--- src/rtl/fixed_point.sv ---
// Q-format fixed-point word definitions shared across the vector_math datapath.
package fixed_point;

    localparam int WIDTH = 32;
    localparam int FRAC  = 16;

    typedef logic signed [WIDTH-1:0] fixed_point_t;

    localparam fixed_point_t FP_MAX = {1'b0, {(WIDTH-1){1'b1}}};
    localparam fixed_point_t FP_MIN = {1'b1, {(WIDTH-1){1'b0}}};

endpackage

--- src/rtl/vector.sv ---
// Three-component fixed-point vector type and axis selector for component muxing.
package vector;

    typedef struct packed {
        fixed_point::fixed_point_t x;
        fixed_point::fixed_point_t y;
        fixed_point::fixed_point_t z;
    } vector_t;

    typedef enum logic [1:0] {
        AXIS_X,
        AXIS_Y,
        AXIS_Z
    } axis_t;

    function automatic fixed_point::fixed_point_t get_axis(input vector_t v, input axis_t a);
        case (a)
            AXIS_Y:  return v.y;
            AXIS_Z:  return v.z;
            default: return v.x;
        endcase
    endfunction

endpackage

--- src/rtl/vector_dot_seq_pkg.sv ---
// FSM encoding for vector_dot_seq and the mapping from state to multiplier axis.
package vector_dot_seq_pkg;

    typedef enum logic [2:0] {
        IDLE,
        MUL_X,
        MUL_Y,
        MUL_Z,
        DONE
    } state_t;

    // Only the MUL_* states drive the multiplier; other states default to X harmlessly.
    function automatic vector::axis_t state_axis(input state_t s);
        case (s)
            MUL_Y:   return vector::AXIS_Y;
            MUL_Z:   return vector::AXIS_Z;
            default: return vector::AXIS_X;
        endcase
    endfunction

endpackage

--- src/rtl/fixed_point_mul.sv ---
// Combinational signed WIDTH x WIDTH multiply returning the exact 2*WIDTH-bit product.
module fixed_point_mul #(
    parameter int WIDTH = fixed_point::WIDTH
) (
    input  logic signed [WIDTH-1:0]   a,
    input  logic signed [WIDTH-1:0]   b,
    output logic signed [2*WIDTH-1:0] product
);

    logic signed [2*WIDTH-1:0] a_ext;
    logic signed [2*WIDTH-1:0] b_ext;

    // Sign-extend explicitly so the low 2*WIDTH bits are the exact signed product.
    assign a_ext   = {{WIDTH{a[WIDTH-1]}}, a};
    assign b_ext   = {{WIDTH{b[WIDTH-1]}}, b};
    assign product = a_ext * b_ext;

endmodule

--- src/rtl/vector_dot_seq.sv ---
// Sequential fixed-point dot product using one shared multiplier over three cycles.
// Build option VECTOR_DOT_SAT_EN: clamp result on overflow instead of wrapping.
//
// state | meaning
// IDLE  | in_ready high, waiting for an operand pair
// MUL_X | accumulate x1*x2 term
// MUL_Y | accumulate y1*y2 term
// MUL_Z | accumulate z1*z2 term, register result and overflow
// DONE  | out_valid high, hold result until out_ready
module vector_dot_seq
    import vector_dot_seq_pkg::*;
#(
    parameter int WIDTH = fixed_point::WIDTH,
    parameter int FRAC  = fixed_point::FRAC,
    parameter int GUARD = 2
) (
    input  logic                      clk,
    input  logic                      rst,
    input  logic                      in_valid,
    output logic                      in_ready,
    input  vector::vector_t           op1,
    input  vector::vector_t           op2,
    output logic                      out_valid,
    input  logic                      out_ready,
    output fixed_point::fixed_point_t result,
    output logic                      overflow
);

    localparam int PROD_W = 2 * WIDTH;
    localparam int ACC_W  = 2 * WIDTH - FRAC + GUARD;

    state_t                    state;
    vector::vector_t           op1_q;
    vector::vector_t           op2_q;
    logic signed [ACC_W-1:0]   acc;

    vector::axis_t             sel;
    logic signed [WIDTH-1:0]   mul_a;
    logic signed [WIDTH-1:0]   mul_b;
    logic signed [PROD_W-1:0]  product;
    logic signed [ACC_W-1:0]   term_ext;
    logic signed [ACC_W-1:0]   acc_sum;
    logic [ACC_W-WIDTH:0]      sum_upper;
    logic                      sum_ovf;
    logic [WIDTH-1:0]          sum_res;

    assign sel   = state_axis(state);
    assign mul_a = vector::get_axis(op1_q, sel);
    assign mul_b = vector::get_axis(op2_q, sel);

    fixed_point_mul #(
        .WIDTH   (WIDTH)
    ) u_mul (
        .a       (mul_a),
        .b       (mul_b),
        .product (product)
    );

    // Arithmetic shift floors the term; GUARD bits keep three terms from wrapping.
    assign term_ext = ACC_W'(product >>> FRAC);
    assign acc_sum  = acc + term_ext;

    // Representable in WIDTH signed bits iff everything above the sign bit matches it.
    assign sum_upper = acc_sum[ACC_W-1:WIDTH-1];
    assign sum_ovf   = !((&sum_upper) || !(|sum_upper));

`ifdef VECTOR_DOT_SAT_EN
    assign sum_res = sum_ovf ? (acc_sum[ACC_W-1] ? fixed_point::FP_MIN : fixed_point::FP_MAX)
                             : acc_sum[WIDTH-1:0];
`else
    assign sum_res = acc_sum[WIDTH-1:0];
`endif

    always_ff @(posedge clk or posedge rst) begin
        if (rst) begin
            state     <= IDLE;
            in_ready  <= 1'b1;
            out_valid <= 1'b0;
            result    <= '0;
            overflow  <= 1'b0;
            acc       <= '0;
            op1_q     <= '0;
            op2_q     <= '0;
        end else begin
            case (state)
                IDLE: begin
                    if (in_valid && in_ready) begin
                        op1_q    <= op1;
                        op2_q    <= op2;
                        acc      <= '0;
                        in_ready <= 1'b0;
                        state    <= MUL_X;
                    end
                end
                MUL_X: begin
                    acc   <= acc_sum;
                    state <= MUL_Y;
                end
                MUL_Y: begin
                    acc   <= acc_sum;
                    state <= MUL_Z;
                end
                MUL_Z: begin
                    acc       <= acc_sum;
                    result    <= sum_res;
                    overflow  <= sum_ovf;
                    out_valid <= 1'b1;
                    state     <= DONE;
                end
                DONE: begin
                    // in_ready returns only after the output handshake edge.
                    if (out_ready) begin
                        out_valid <= 1'b0;
                        in_ready  <= 1'b1;
                        state     <= IDLE;
                    end
                end
                default: begin
                    out_valid <= 1'b0;
                    in_ready  <= 1'b1;
                    state     <= IDLE;
                end
            endcase
        end
    end

endmodule
--- config.mk ---
export PLATFORM = sky130hd
export DESIGN_NAME = vector_dot_seq
export DESIGN_NICKNAME = d
export VERILOG_FILES = /design/src/rtl/fixed_point.sv /design/src/rtl/vector.sv /design/src/rtl/vector_dot_seq_pkg.sv /design/src/rtl/fixed_point_mul.sv /design/src/rtl/vector_dot_seq.sv
export SDC_FILE = /design/constraint.sdc
export NUM_CORES = 2
export LEC_CHECK = 0
export ABC_AREA = 1
export CORE_ASPECT_RATIO = 1.2
export CORE_MARGIN = 2
export CORE_UTILIZATION = 30
export CTS_BUF_LIST = sky130_fd_sc_hd__clkbuf_8
export DETAILED_ROUTE_END_ITERATION = 10
export SETUP_SLACK_MARGIN = 0.1
export SLEW_MARGIN = 0
export SYNTH_ARGS = -nofsm -noshare
export SYNTH_HDL_FRONTEND = slang
export SYNTH_HIERARCHICAL = 1
export SYNTH_SLANG_ARGS = --single-unit
--- constraint.sdc ---
create_clock -name clk -period 13.4 [get_ports clk]
set_input_delay 2.68 -clock clk [delete_from_list [all_inputs] [get_ports clk]]
set_output_delay 2.68 -clock clk [all_outputs]
set_load 0.01 [all_outputs]
Word-level counts from Yosys, hierarchy flattened --
Index checks and enable logic that the tools add are counted.
Storage, ports and cells: output and inout bits 35, input bits 196, logic and storage cells 52, flip-flop bits (word level) 280
Cells by class: multiplexer cells 13, eq/ne operators 8, reduce and logical (&&, ||, !) cells 15, add/subtract/negate cells 1, bitwise gates (word level) 2, multiply operators 1
Operators with widths (count):
- case mux 32 bit (2 select lines) | 2
- case mux 50 bit (2 select lines) | 1
- multiplier 32 x 32 -> 64 bit | 1
- adder 50 x 48 -> 50 bit | 1
- 2-to-1 mux 50 bit | 1
- AND reduction 19 bit | 1
- OR reduction 19 bit | 1
- case mux 3 bit (5 select lines) | 1
- AND reduction 2 bit | 4
- equality test 3 x 2 -> 1 bit (second input constant) | 2
- 2-to-1 mux 3 bit | 2
- case mux 1 bit (3 select lines) | 2
- OR reduction 3 bit | 2
- != test 2 bit (second input constant) | 2
- case mux 2 bit (2 select lines) | 1
- equality test 3 x 1 -> 1 bit (second input constant) | 1
- equality test 3 bit (second input constant) | 1
- zero test 3 bit | 1
- 2-to-1 mux 1 bit | 3
- AND reduction 3 bit | 1
- equality test 2 x 1 -> 1 bit (second input constant) | 1
- equality test 2 bit (second input constant) | 1
- zero test 1 bit | 2
- inverter 1 bit | 2
- 3 further kinds | 3

Depth between registers and ports, before layout --
word-level depth 10, gate-level depth with buffers 57, depth with buffers taken out 54

Hierarchy --
Netlist, hierarchy kept.
By module, submodules not included:
- fixed_point_mul | instances 1, seq. area each 0.0 um^2, area an instance 38838.5 um^2, cells an instance 5023
- vector_dot_seq | instances 1, seq. area each 7008.0 um^2, area an instance 15880.2 um^2, cells an instance 2185

Worst setup path after synthesis --
OpenSTA, ideal clock, no wires.
path kind register to register, start point register state[2], end point register overflow, setup time 117 ps, buffers on the path 3, clock period less this slack 9681 ps, slack 3719 ps, data required time 13283 ps, data arrival time 9564 ps, cell stages (with the launch flop) 50, path through dfrtp_1 > inv_1 > nand2_1 > nor2_2 > clkinv_1 > clkbuf_1 > clkbuf_1 > o221ai_1 > clkbuf_1 > nand2_1 > inv_1 > fa_1 > inv_1 > fa_1 > inv_1 > fa_1 > fa_1 > inv_1 > [14 not listed] > nand2_1 > nand2_1 > ha_1 > nand2_2 > nor2_1 > inv_1 > nor3_2 > nand3_1 > nand3_1 > nand2_1 > nand2_1 > nand2_1 > nor2_1 > nand2_1 > nor2_1 > nand2_1 > nand3_1 > nand2_1
On the way: word-level cells in the longest chain between the ends 10, elaborated cells on any way between the ends 14, classes of those cells 1 x add/sub; 1 x mul; 4 x eq/ne; 3 x mux; 5 x reduce/logical
Ends and longest elaborated chain:
- start: declaration | line vector_dot_seq.sv:32 | state_t state;
- start signal: assignment | line vector_dot_seq.sv:76 | state <= IDLE;
- start signal: assignment | line vector_dot_seq.sv:92 | state <= MUL_X;
- start signal: assignment | line vector_dot_seq.sv:97 | state <= MUL_Y;
- equality test 3 x 2 -> 1 bit | line vector_dot_seq_pkg.sv:14 | case (s)
- case mux 2 bit (2 select lines) * | line vector_dot_seq_pkg.sv:14
- equality test 2 bit / equality test 2 x 1 -> 1 bit (equally long branches) | line vector.sv:17 | case (a)
- case mux 32 bit (2 select lines) * | line vector.sv:17
- via mul_b[7] | line vector_dot_seq.sv:39 | logic signed [WIDTH-1:0] mul_b;
- multiplier 32 x 32 -> 64 bit * | line fixed_point_mul.sv:16 | assign product = a_ext * b_ext;
- via product[56] | line vector_dot_seq.sv:40 | logic signed [PROD_W-1:0] product;
- adder 50 x 48 -> 50 bit * | line vector_dot_seq.sv:61 | assign acc_sum = acc + term_ext;
- OR reduction 19 bit | line vector_dot_seq.sv:65 | assign sum_ovf = !((&sum_upper) || !(|sum_upper));
- zero test 1 bit | line vector_dot_seq.sv:65
- logical OR 1 bit * | line vector_dot_seq.sv:65
- zero test 1 bit * | line vector_dot_seq.sv:65
- end signal: assignment | line vector_dot_seq.sv:106 | overflow <= sum_ovf;
- end: declaration | line vector_dot_seq.sv:26 | output logic overflow
Mark *: on every way through the listed nets, which the timed path passes. The rest lies on a longest branch. A chain may end at the register's enable or synchronous reset.

Final worst setup path --
start point register state[2], end point register overflow
On the way: word-level cells in the longest chain between the ends 10, elaborated cells on any way between the ends 14, classes of those cells 1 x add/sub; 1 x mul; 4 x eq/ne; 3 x mux; 5 x reduce/logical
Ends and longest elaborated chain:
- equality test 3 x 2 -> 1 bit | line vector_dot_seq_pkg.sv:14
- case mux 2 bit (2 select lines) * | line vector_dot_seq_pkg.sv:14
- equality test 2 bit / equality test 2 x 1 -> 1 bit (equally long branches) | line vector.sv:17
- case mux 32 bit (2 select lines) * | line vector.sv:17
- via mul_a[31] | line vector_dot_seq.sv:38 | logic signed [WIDTH-1:0] mul_a;
- multiplier 32 x 32 -> 64 bit * | line fixed_point_mul.sv:16
- via product[55] | line vector_dot_seq.sv:40
- adder 50 x 48 -> 50 bit * | line vector_dot_seq.sv:61
- OR reduction 19 bit | line vector_dot_seq.sv:65
- zero test 1 bit | line vector_dot_seq.sv:65
- logical OR 1 bit * | line vector_dot_seq.sv:65
- zero test 1 bit * | line vector_dot_seq.sv:65
Marked as above.

==> metrics.md <==
| Metric | Value |
|---|---|
| Dpl cells | `9657` |
| Number of hold buffers added after CTS | `0` |
| Worst slew pin tran | `1.313 ns` |
| Clock buffer depth | `3` |
| Avg Cell Area, Syn | `7.591 um^2` |
| Finished Layout Cells | `9759` |
| Largest net degree at the start of global routing | `118` |
| Setup crit end kind | `register` |
| Top cell by count, worst path | `nand2_1` |
| Num rows | `171` |
| Top layer in use | `met5` |
| Hold Path Class | `register to register` |
| Io pins | `231` |
| Crit-path max cell delay | `0.85 ns` |
| RSZ-0062 raised after global routing | `no` |
| Post-synthesis cell count | `7196` |
| Warnings, synthesis | `6` |
| Vias | `44620` |
| Max Cap Viol | `0` |
| CP Class | `register to register` |
| DR WL/cell | `17.43 um` |
| TNS Setup | `0 ns` |
| Post-route ant nets | `0` |
| Aggregate global routing overflow | `0` |
| Global-route wire length before repair | `271900 um` |
| Share of cells above drive strength 1 | `0.05223` |
| Clock H-tree levels | `2` |
| Nets@finish | `8802` |
| Die Y | `471.4 um` |
| Skew final | `0.06530 ns` |
| DRC Markers | `0` |
| Die Wd | `393.5 um` |
| Final Wtd Congestion | `1.011` |
| Critical Path Start Type | `register` |
| Initial antenna violation count | `9` |
| F_max | `86.33 MHz` |
| Wire length on met3 | `7299 um` |
| Vias per cell | `4.573` |
| CP required | `14.02 ns` |
| DIE AREA | `0.1855 mm^2` |
| Initial core utilization | `0.3018` |
| Post-Syn Area | `0.05462 mm^2` |
| CP Launch Point | `state[2]$_DFFE_PP0P_` |
| CP endpoint | `overflow$_DFFE_PP0P_` |
| Worst R2R Start | `state[2]$_DFFE_PP0P_` |
| Status | `finished, final reports clean` |
| Tot GR Track Use | `0.1863` |
| Data arrival, critical path | `12.21 ns` |
| Final wirelength | `170100 um` |
| Wire length on met2 | `88060 um` |
| CTS Sinks | `280` |
| WP buf/inv | `11` |
| Final Critical Period | `11.58 ns` |
| Postcts setup bufs | `0` |
| Post-cts sizing count | `0` |
| Worst r2r dst | `overflow$_DFFE_PP0P_` |
| Worst path depth | `48` |
| Non-Filler Cell Area, Final | `0.06150 mm^2` |
| Clk_lat worst skew | `0.72 ns` |
| Critical Path Fanout Max | `20` |
| Rel. slew slack | `0.1245` |
| Core Box Area | `0.1810 mm^2` |
| Final Hold Viols | `0` |
| CTS tree | `yes` |
| Final Setup Violations | `0` |
| Placement Cell Area | `0.06032 mm^2` |
| Num CTS Buffers | `53` |
| Initial drt markers | `2731` |
| Crit-path leading delay family | `adder cells` |
| Cell with the largest stage delay on the worst path | `fa_1` |
| IO Port Bufs | `230` |
| DR pass1 iterations | `6` |
| Syn_nets | `8708` |
| Pins Over Slew Limit | `0` |
| Post-layout util | `0.3398` |
| Worst Reg2Reg Path Length in Cells | `48` |
| Met1 Wirelength | `68740 um` |
| Final period util | `0.8644` |
| Layout area overhead | `12.59%` |
| Reg-to-reg slack, setup | `1.82 ns` |
| Clock root cell | `clkbuf_8` |
| Hpwl dp | `143100 um` |
| Clock slew at reported path FFs | `0.07 ns` |
| Number of global-route vias before repair | `48590` |
==> metrics by stage <==
step / hold slack, ns / setup WS (ns)
after global routing: 0.4867 / 0.8569
after CTS: 0.4730 / 1.765
after floorplan: 0.4422 / 2.999
after global placement: 0.4533 / 1.924
final: 0.4714 / 1.816
after detailed placement: 0.4591 / 1.778
==> state kept, by name (all words and copies together), names as in the netlist <==
name / cells
acc: 50
in_ready: 1
op1_q: 96
op2_q: 96
out_valid: 1
overflow: 1
result: 32
state: 3
==> worst min-delay path by stage <==
stage	start	endpoint	depth (start not counted)
final	op2_q[72]$_DFFE_PP0P_	op2_q[72]$_DFFE_PP0P_	2
after global placement	op1_q[83]$_DFFE_PP0P_	op1_q[83]$_DFFE_PP0P_	2
after global routing	op1_q[89]$_DFFE_PP0P_	op1_q[89]$_DFFE_PP0P_	2
after floorplan	op1_q[26]$_DFFE_PP0P_	op1_q[26]$_DFFE_PP0P_	2
after CTS	op2_q[79]$_DFFE_PP0P_	op2_q[79]$_DFFE_PP0P_	2
after detailed placement	op2_q[79]$_DFFE_PP0P_	op2_q[79]$_DFFE_PP0P_	2
==> cell usage in the layout (no fill, tap or decap), drive strengths merged, types with 13 or more instances in the layout <==
cell type         n
a21oi           101
inv            2036
nand3           170
fa             1083
dfrtp           279
ha              233
o21bai           18
nand2          2335
clkbuf           65
xnor2            27
nand4            23
nand3b           13
o21ai           233
nor2            243
xor2             31
nor3             15
buf              84
o221ai           64
clkdlybuf4s50   230
==> layer usage <==
layer,vias up,global-route usage
met2,1144,0.3424
li1,20670,-
met5,-,0
met1,22510,0.2262
met4,10,0.06285
met3,295,0.01827
==> area by class of cell <==
cell class	instances	area [um^2]
flip-flops and latches	280	7008
repair buffers	314	2970
well taps	2422	3030
multi-input cells	4621	39710
clock buffers	65	894.6
inverters	2020	7596
diodes	4	10.01
clock inverters	33	279.0
fillers	19240	119500
==> tightest hold or removal path, cell delays in order (launching register included) <==
cell	delay, ns
dfrtp_1	0.34
nand2_1	0.06
nand2_1	0.05
Power is left out: the tool's default activity adds up to more than one toggle a clock period on the data nets, which glitch-free logic cannot reach.
